## src/rtl/kombajn_pkg.sv

```systemverilog
// rtl/kombajn_pkg.sv - shared constants and FSM state type for the key search datapath
package kombajn_pkg;

  localparam int KEY_W    = 128;
  localparam int STRIDE_W = 8;

  // Plaintext the downstream comparator looks for after decoding a candidate key.
  localparam logic [63:0] KNOWN_PT = 64'h4B4F_4D42_414A_4E21;

  typedef enum logic [1:0] {
    ST_IDLE = 2'd0,
    ST_RUN  = 2'd1,
    ST_DONE = 2'd2
  } kr_state_e;

endpackage

```

## src/rtl/key_step.sv

```systemverilog
// rtl/key_step.sv - next candidate key and end-of-range detection
module key_step #(
  parameter int KEY_W    = 128,
  parameter int STRIDE_W = 8
) (
  input  logic [KEY_W-1:0]    key,
  input  logic [STRIDE_W-1:0] stride,
  input  logic [KEY_W-1:0]    limit,
  output logic [KEY_W-1:0]    nxt,
  output logic                last
);

  logic [STRIDE_W-1:0] stride_eff;
  logic [KEY_W:0]      sum;

  // A zero stride would stall the sweep forever, so it steps by one instead.
  assign stride_eff = (stride == '0) ? STRIDE_W'(1) : stride;
  assign sum        = {1'b0, key} + {{(KEY_W + 1 - STRIDE_W){1'b0}}, stride_eff};
  assign nxt        = sum[KEY_W-1:0];
  assign last       = sum[KEY_W] | (sum[KEY_W-1:0] > limit);

endmodule

```

## src/rtl/key_range_gen.sv

```systemverilog
// rtl/key_range_gen.sv - strided key sweep source; KEYRANGE_PROGRESS_EN adds key_count
module key_range_gen
  import kombajn_pkg::*;
#(
  parameter int KEY_W    = kombajn_pkg::KEY_W,
  parameter int STRIDE_W = kombajn_pkg::STRIDE_W
) (
  input  logic                clk,
  input  logic                rst,
  input  logic                start,
  input  logic                stop,
  input  logic [KEY_W-1:0]    key_base,
  input  logic [KEY_W-1:0]    key_limit,
  input  logic [STRIDE_W-1:0] stride,
  output logic [KEY_W-1:0]    key,
  output logic                key_valid,
  input  logic                key_ready,
  output logic                busy,
  output logic                done,
  output logic                exhausted
`ifdef KEYRANGE_PROGRESS_EN
  ,
  output logic [63:0]         key_count
`endif
);

  kr_state_e           state_q, state_d;
  logic [KEY_W-1:0]    key_q, key_d;
  logic [KEY_W-1:0]    limit_q, limit_d;
  logic [STRIDE_W-1:0] stride_q, stride_d;
  logic                exh_q, exh_d;
  logic [KEY_W-1:0]    nxt;
  logic                last;
  logic                xfer;
  logic                start_ok;

  key_step #(
    .KEY_W   (KEY_W),
    .STRIDE_W(STRIDE_W)
  ) u_key_step (
    .key   (key_q),
    .stride(stride_q),
    .limit (limit_q),
    .nxt   (nxt),
    .last  (last)
  );

  // Being in RUN is exactly the condition under which a key is on offer.
  assign xfer     = (state_q == ST_RUN) && key_ready;
  assign start_ok = start && (state_q != ST_RUN);

  always_comb begin
    state_d  = state_q;
    key_d    = key_q;
    limit_d  = limit_q;
    stride_d = stride_q;
    exh_d    = exh_q;
    case (state_q)
      ST_IDLE, ST_DONE: begin
        if (start) begin
          key_d    = key_base;
          limit_d  = key_limit;
          stride_d = stride;
          if (key_base > key_limit) begin
            state_d = ST_DONE;
            exh_d   = 1'b1;
          end else begin
            state_d = ST_RUN;
            exh_d   = 1'b0;
          end
        end
      end
      ST_RUN: begin
        // A hit freezes the key even when that same key was just handed over.
        if (stop) begin
          state_d = ST_DONE;
          exh_d   = 1'b0;
        end else if (xfer) begin
          if (last) begin
            state_d = ST_DONE;
            exh_d   = 1'b1;
          end else begin
            key_d = nxt;
          end
        end
      end
      default: state_d = ST_IDLE;
    endcase
  end

  always_ff @(posedge clk or negedge rst) begin
    if (!rst) begin
      state_q  <= ST_IDLE;
      key_q    <= '0;
      limit_q  <= '0;
      stride_q <= '0;
      exh_q    <= 1'b0;
    end else begin
      state_q  <= state_d;
      key_q    <= key_d;
      limit_q  <= limit_d;
      stride_q <= stride_d;
      exh_q    <= exh_d;
    end
  end

  assign key       = key_q;
  assign key_valid = (state_q == ST_RUN);
  assign busy      = (state_q == ST_RUN);
  assign done      = (state_q == ST_DONE);
  assign exhausted = exh_q;

`ifdef KEYRANGE_PROGRESS_EN
  logic [63:0] count_q, count_d;

  always_comb begin
    count_d = count_q;
    if (start_ok) begin
      count_d = '0;
    end else if (xfer && (count_q != '1)) begin
      count_d = count_q + 64'd1;
    end
  end

  always_ff @(posedge clk or negedge rst) begin
    if (!rst) begin
      count_q <= '0;
    end else begin
      count_q <= count_d;
    end
  end

  assign key_count = count_q;
`else
  logic unused_start_ok;
  assign unused_start_ok = start_ok;
`endif

endmodule

```

## config.mk

```make
export PLATFORM = sky130hd
export DESIGN_NAME = key_range_gen
export DESIGN_NICKNAME = d
export VERILOG_FILES = /design/src/rtl/kombajn_pkg.sv /design/src/rtl/key_step.sv /design/src/rtl/key_range_gen.sv
export SDC_FILE = /design/constraint.sdc
export NUM_CORES = 1
export LEC_CHECK = 0
export BUFFER_PORTS_ARGS = -buffer_cell sky130_fd_sc_hd__buf_4
export CAP_MARGIN = 40
export CORE_MARGIN = 3
export CORE_UTILIZATION = 57
export DETAILED_ROUTE_END_ITERATION = 6
export MAX_ROUTING_LAYER = met4
export PLACE_DENSITY = 0.82
export SKIP_CTS_REPAIR_TIMING = 1
export SLEW_MARGIN = 20
export SYNTH_ARGS = -nofsm -noshare
export SYNTH_HDL_FRONTEND = slang
export SYNTH_HIERARCHICAL = 1
export SYNTH_SLANG_ARGS = --single-unit
```

## constraint.sdc

```tcl
create_clock -name clk -period 6.01 [get_ports clk]
set_input_delay 1.202 -clock clk [delete_from_list [all_inputs] [get_ports clk]]
set_output_delay 1.202 -clock clk [all_outputs]
set_load 0.02 [all_outputs]
```

# --- Word-level counts from Yosys, hierarchy flattened ---
# Cells that the tools add are included.
totals:
  input_bits: 269
  out_inout_bits: 132
  reg_bits: 267
  wordCells: 44
op_classes:
  add_sub_neg: 1
  n_mux: 18
  eq_ne: 8
  reduce_logical: 9
  order_cmp: 2
  n_bitwise: 1
op_table:
  columns: ["op", "count"]
  rows:
  - ["128-bit two-way mux", 4]
  - ["128-bit greater-than comparator", 2]
  - ["128-bit one-hot mux with 2 select lines", 1]
  - ["128-bit by 8-bit adder with 129-bit output", 1]
  - ["2-bit two-way mux", 5]
  - ["8-bit logical NOT", 1]
  - ["8-bit two-way mux", 1]
  - ["2-bit inequality test (second input constant)", 3]
  - ["3-bit by 2-bit inequality test with 1-bit output (second input constant)", 2]
  - ["1-bit two-way mux", 5]
  - ["5-bit AND reduction", 1]
  - ["2-bit one-hot mux with 2 select lines", 1]
  - ["4-bit AND reduction", 1]
  - ["3-bit AND reduction", 1]
  - ["2-bit by 1-bit == test with 1-bit output (second input constant)", 1]
  - ["2-bit == test (second input constant)", 1]
  - ["2-bit logical NOT", 1]
  - ["2-bit by 1-bit inequality test with 1-bit output (second input constant)", 1]
  - ["1-bit one-hot mux with 2 select lines", 1]
  - ["2-bit AND reduction", 1]
  - ["2-bit nonzero test", 1]
  - ["2-bit OR reduction", 1]
  - ["1-bit logical AND", 1]
  - ["1-bit OR", 1]

# --- Longest topological paths before layout ---
logic_depth:
  ltp_word: 9
  ltp_mapped: 26
  ltp_nobuf: 23

# --- Modules after synthesis ---
# The synthesis kept the hierarchy.
modules_own_cells:
  columns: ["module", "area_each_um2", "seq_area_each_um2", "cells_each", "instances"]
  rows:
  - ["key_range_gen", 13823.3, 6681.4, 1631, 1]
  - ["key_step", 6403.6, 0.0, 930, 1]

# --- Least setup slack after synthesis ---
# Ideal clock, no wire load.
synth_timing:
  path_kind: "reg2reg"
  startpoint: "register stride_q[4]"
  endpoint: "register key_q[17], in the netlist key[17]"
  synth_period_minus_slack_ns: 5.523
  path_buffers: 2
  required_ns: 5.928
  slack_ns: 0.487
  arrival_time_ns: 5.441
  stages_incl_launch_ff: 25
  setup_ns: 0.082
  path_cell_list: "dfrtp_1 nor4_1 a21o_1 ha_1 inv_1 fa_1 nor2b_1 o21a_1 o21a_1 nor3_1 nor4_2 nand4_1 xnor2_1 ha_1 nand4_1 nor4_1 nand2_1 nor4_1 a22o_1 o311ai_2 o41ai_1 clkbuf_1 clkbuf_1 nor2_1 a31oi_1"
synth_via:
  elab_chain_len: 7
  elab_cells_between_ends: 11
  cone_classes: "1 x add/sub; 1 x order compare; 1 x eq/ne; 5 x mux; 1 x bitwise; 2 x reduce/logical"
synth_rtl:
  columns: ["element", "line_no", "text"]
  rows:
  - ["start: declaration", "key_range_gen.sv:30", "logic [STRIDE_W-1:0] stride_q, stride_d;"]
  - ["start signal: assignment", "key_range_gen.sv:102", "stride_q <= stride_d;"]
  - ["8-bit logical NOT", "key_step.sv:17", "assign stride_eff = (stride == '0) ? STRIDE_W'(1) : stride;"]
  - ["8-bit two-way mux (*)", "key_step.sv:17", null]
  - ["128-bit by 8-bit adder with 129-bit output (*)", "key_step.sv:18", "assign sum = {1'b0, key} + {{(KEY_W + 1 - STRIDE_W){1'b0}}, stride_eff};"]
  - ["named net nxt[96]", "key_range_gen.sv:32", "logic [KEY_W-1:0] nxt;"]
  - ["128-bit greater-than comparator (*)", "key_step.sv:20", "assign last = sum[KEY_W] | (sum[KEY_W-1:0] > limit);"]
  - ["1-bit OR (*)", "key_step.sv:20", null]
  - ["named net last", "key_range_gen.sv:33", "logic last;"]
  - ["2-bit inequality test (no source line) (*)", null, null]
  - ["5-bit AND reduction (no source line) (*)", null, null]
  - ["end signal: assignment", "key_range_gen.sv:100", "key_q <= key_d;"]
  - ["end: declaration", "key_range_gen.sv:28", "logic [KEY_W-1:0] key_q, key_d;"]
# Mark *: on every way through the listed nets, which the timed path passes. The rest lies on a longest branch. The select of a mux whose other input is x is not followed.
# A chain may end at the register's enable or synchronous reset.

# --- Worst setup path in the final report ---
layout_timing:
  startpoint: "register stride_q[6]"
  endpoint: "register key_q[96], in the netlist key[96]"
# The elaborated chain is that of the path after synthesis.

==> metrics.txt <==
# TYPE chip_impl_metric gauge
chip_impl_metric{name="floorplan.io_pins",unit=""} 401
chip_impl_metric{name="fin_skew",unit="ps"} 12.79
chip_impl_metric{name="first_pass_grt_wire_length",unit="µm"} 105000
chip_impl_metric{name="worst-endpoint-arrival",unit="ps"} 6310
chip_impl_metric{name="post-place-ws",unit="ps"} -309.7
chip_impl_metric{name="crit_path_max_fanout",unit=""} 16
chip_impl_metric{name="globalRouteTotalUtil",unit="%"} 34.79
chip_impl_metric{name="post_layout_worst_setup_margin",unit="ps"} 146.1
chip_impl_info{name="hold_path_class",value="flop to flop"} 1
chip_impl_metric{name="start_util",unit="%"} 58.13
chip_impl_metric{name="synth.lib_cells_used.distinct",unit=""} 74
chip_impl_metric{name="drive_above_1_share",unit="%"} 19.63
chip_impl_metric{name="p_leak",unit="nW"} 12.74
chip_impl_metric{name="slew_violations",unit=""} 0
chip_impl_metric{name="pin_count_of_the_biggest_net_entering_global_routing",unit=""} 110
chip_impl_metric{name="detailroute.via_count",unit=""} 21090
chip_impl_info{name="setup.worst_path.class",value="flop to flop"} 1
chip_impl_metric{name="drc",unit=""} 0
chip_impl_metric{name="grt.overflow.total",unit=""} 0
chip_impl_metric{name="synth_edf_count",unit=""} 0
chip_impl_metric{name="part_of_the_yosys_area_used_for_sequential_elements",unit="%"} 33.03
chip_impl_metric{name="powerDensity",unit="nW/µm²"} 478.5
chip_impl_metric{name="port_buffers",unit=""} 400
chip_impl_metric{name="post_synthesis_cell_area",unit="µm²"} 20230
chip_impl_metric{name="synthArstFlopShare",unit="%"} 100.0
chip_impl_metric{name="maxSlewHeadroom",unit="%"} 40.06
chip_impl_metric{name="grt_antenna_before_repair",unit=""} 7
chip_impl_metric{name="placeableCoreArea",unit="µm²"} 34800
chip_impl_metric{name="wl_per_cell",unit="µm"} 20.43
chip_impl_info{name="clk_root_buffer_cell",value="sky130_fd_sc_hd__clkbuf_16"} 1
chip_impl_metric{name="worstSkewPairLatency",unit="ps"} 570
chip_impl_metric{name="layout_min_cycle_time",unit="ps"} 5864
chip_impl_metric{name="layout-area-overhead-vs-synth",unit="%"} 26.93
chip_impl_info{name="endpoint_kind",value="flop"} 1
chip_impl_metric{name="crit_required",unit="ps"} 6460
chip_impl_metric{name="fin_hold_ws",unit="ps"} 481.0
chip_impl_info{name="worst_setup_path_start_kind",value="flop"} 1
chip_impl_metric{name="die-width",unit="µm"} 194.4
chip_impl_metric{name="drt_wl_total",unit="µm"} 70460
chip_impl_info{name="status",value="finished clean"} 1
chip_impl_metric{name="cts.clk_slew.worst_paths",unit="ps"} 60
chip_impl_metric{name="tritoncts_num_sinks",unit=""} 267
chip_impl_metric{name="postSynthCellCount",unit=""} 2561
chip_impl_metric{name="postSynthRegisterBits",unit=""} 267
chip_impl_metric{name="setup-tns-final",unit="ps"} 0
chip_impl_info{name="synth_flop_cell",value="sky130_fd_sc_hd__dfrtp_1"} 1
chip_impl_metric{name="grt_pass1_vias",unit=""} 20210
chip_impl_metric{name="utilization",unit="%"} 73.78
chip_impl_metric{name="num-nets-final",unit=""} 3495
chip_impl_metric{name="clockBufferDepth",unit=""} 3
chip_impl_metric{name="drt-pass1-iter-count",unit=""} 6
chip_impl_metric{name="avgViaCountPerCell",unit=""} 6.116
chip_impl_metric{name="worst_case_register_to_register_setup_slack",unit="ps"} 150
chip_impl_metric{name="die_area",unit="µm²"} 37780
chip_impl_metric{name="synth_warnings",unit=""} 6
chip_impl_metric{name="cts_buf_count",unit=""} 30
chip_impl_metric{name="fp-row-count",unit=""} 68
chip_impl_metric{name="tightest_slew",unit="ps"} 899.1
chip_impl_metric{name="die_height",unit="µm"} 194.4
chip_impl_metric{name="cts-htree-levels",unit=""} 1
chip_impl_metric{name="syn-num-nets",unit=""} 3095
chip_impl_metric{name="number_of_endpoints_failing_setup_at_the_final_stage",unit=""} 0
chip_impl_metric{name="avgSynthCellArea",unit="µm²"} 7.898
chip_impl_metric{name="first_iter_violations",unit=""} 1962
chip_impl_metric{name="fin_crit_sh",unit="%"} 97.57
chip_impl_metric{name="timing.final.hold_violations",unit=""} 0
chip_impl_metric{name="maxCapViolCount",unit=""} 0
chip_impl_metric{name="finalWeightedCongestion",unit=""} 0.9441
chip_impl_info{name="clock_tree_from_tritoncts",value="done"} 1
chip_impl_metric{name="number_of_nets_with_antenna_violations_after_routing",unit=""} 0
chip_impl_metric{name="hpwl",unit="µm"} 51620
chip_impl_metric{name="fmaxAchievable",unit="MHz"} 170.5
chip_impl_metric{name="peakVddDrop",unit="mV"} 0.3766
placed cells by master, fill, tap and decap left out, types with 9 or more instances in the layout:
cell type,synthesis,final
sky130_fd_sc_hd__nand2_1,524,523
sky130_fd_sc_hd__buf_4,1,440
sky130_fd_sc_hd__inv_1,282,282
sky130_fd_sc_hd__dfrtp_1,267,267
sky130_fd_sc_hd__ha_1,264,264
sky130_fd_sc_hd__nor2_1,172,172
sky130_fd_sc_hd__o21ai_0,171,168
sky130_fd_sc_hd__a31oi_1,128,128
sky130_fd_sc_hd__a21oi_1,124,124
sky130_fd_sc_hd__nand4_1,92,92
sky130_fd_sc_hd__xnor2_1,90,86
sky130_fd_sc_hd__nand3_1,72,71
sky130_fd_sc_hd__clkbuf_16,0,38
sky130_fd_sc_hd__xor2_1,35,35
sky130_fd_sc_hd__nor3_1,34,31
sky130_fd_sc_hd__and3_1,29,29
sky130_fd_sc_hd__a21o_1,25,25
sky130_fd_sc_hd__and4_1,21,20
sky130_fd_sc_hd__and2_1,14,12
sky130_fd_sc_hd__nor4_1,15,11
sky130_fd_sc_hd__a221oi_1,10,9
metal layers:
layer	part of all wire, %	wire length (µm)	vias up	track usage (%)
met5	0	0	-	-
met4	4.2	2928	0	12.61
met3	9.9	6992	198	5.946
met2	46	32520	1217	55.29
met1	40	28020	10050	45.16
li1	-	-	9620	-
layout make-up:
cell class	count	area, µm²
multi-input cells	1910	12330
fillers	2640	9124
flip-flops and latches	267	6681
repair buffers	469	3905
inverters	283	1065
clock buffers	36	834.6
well taps	455	569.3
clock inverters	20	274.0
diodes	8	20.02
worst max-delay path: stages, from the launching register on:
cell	delay [ps]
sky130_fd_sc_hd__dfrtp_1	400
sky130_fd_sc_hd__nor4_2	270
sky130_fd_sc_hd__a21o_1	150
sky130_fd_sc_hd__ha_1	170
sky130_fd_sc_hd__inv_1	60
sky130_fd_sc_hd__fa_2	350
sky130_fd_sc_hd__nor2b_1	140
sky130_fd_sc_hd__o21a_1	150
sky130_fd_sc_hd__o21a_2	180
sky130_fd_sc_hd__o311a_4	200
sky130_fd_sc_hd__buf_8	150
sky130_fd_sc_hd__and2_4	170
sky130_fd_sc_hd__buf_4	130
sky130_fd_sc_hd__nand4_1	150
sky130_fd_sc_hd__xnor2_2	200
sky130_fd_sc_hd__ha_1	330
sky130_fd_sc_hd__and4_4	230
sky130_fd_sc_hd__nand2_1	100
sky130_fd_sc_hd__nor3_4	330
sky130_fd_sc_hd__nand4_1	230
sky130_fd_sc_hd__o21ai_1	200
sky130_fd_sc_hd__a31o_2	150
sky130_fd_sc_hd__o311ai_4	140
sky130_fd_sc_hd__o41ai_4	410
sky130_fd_sc_hd__buf_6	290
sky130_fd_sc_hd__buf_12	150
sky130_fd_sc_hd__clkbuf_16	180
sky130_fd_sc_hd__a31oi_1	100
worst paths after layout:
| check | to | start | cells past startpoint |
|---|---|---|---|
| max | key[96] | stride_q[6] | 27 |
| min | limit_q[25] | limit_q[25] | 2 |
| min reg2reg | limit_q[25] | limit_q[25] | 2 |
| min in group asynchronous | limit_q[21] | rst | 1 |
| max in group asynchronous | limit_q[107] | rst | 2 |
| max reg2reg | key[96] | stride_q[6] | 27 |
where the power goes:
part / internal, mW / leakage (nW) / switching, mW
clock network: 1.25 / 0.534 / 0.813
registers: 2.53 / 3.13 / 0.987
logic: 2.75 / 9.08 / 3.95
state kept, by name (all words and copies together), names as in the netlist:
register	flops
exhausted	1
state_q	2
limit_q	128
stride_q	8
key	128
cells by family (layout without fill, tap and decap cells):
family	Yosys count	in the layout	share of synthesized area, %
and+or+nand+nor	1016	1016	23.14
AOI/OAI and AO/OA	504	504	14.79
other	0	8	0
adders and majority gates	265	265	16.43
DFF	267	267	33.03
buffers and inverters	384	808	7.200
xor gates and xnor gates	125	125	5.413
cell usage after synthesis (35+ instances only):
library cell	instances	area [µm²]
sky130_fd_sc_hd__inv_1	282	1059
sky130_fd_sc_hd__nand4_1	92	575.6
sky130_fd_sc_hd__clkbuf_1	89	334.1
sky130_fd_sc_hd__xor2_1	35	306.5
sky130_fd_sc_hd__dfrtp_1	267	6681
sky130_fd_sc_hd__a31oi_1	128	800.8
sky130_fd_sc_hd__o21ai_0	171	855.8
sky130_fd_sc_hd__nand3_1	72	360.4
sky130_fd_sc_hd__xnor2_1	90	788.3
sky130_fd_sc_hd__nor2_1	172	645.6
sky130_fd_sc_hd__ha_1	264	3303
sky130_fd_sc_hd__nand2_1	524	1967
sky130_fd_sc_hd__a21oi_1	124	620.6
stage by stage:
stage	total power, mW	cell area, µm²	instances
2_1_floorplan	7.303	20230	2561
3_3_place_gp	9.341	23760	3348
3_5_place_dp	9.642	23840	3351
4_1_cts	11.75	24950	3407
5_1_grt	13.06	25670	3448
6_report	12.28	25670	3448
Note: power is estimated with default switching activity, not from simulation.
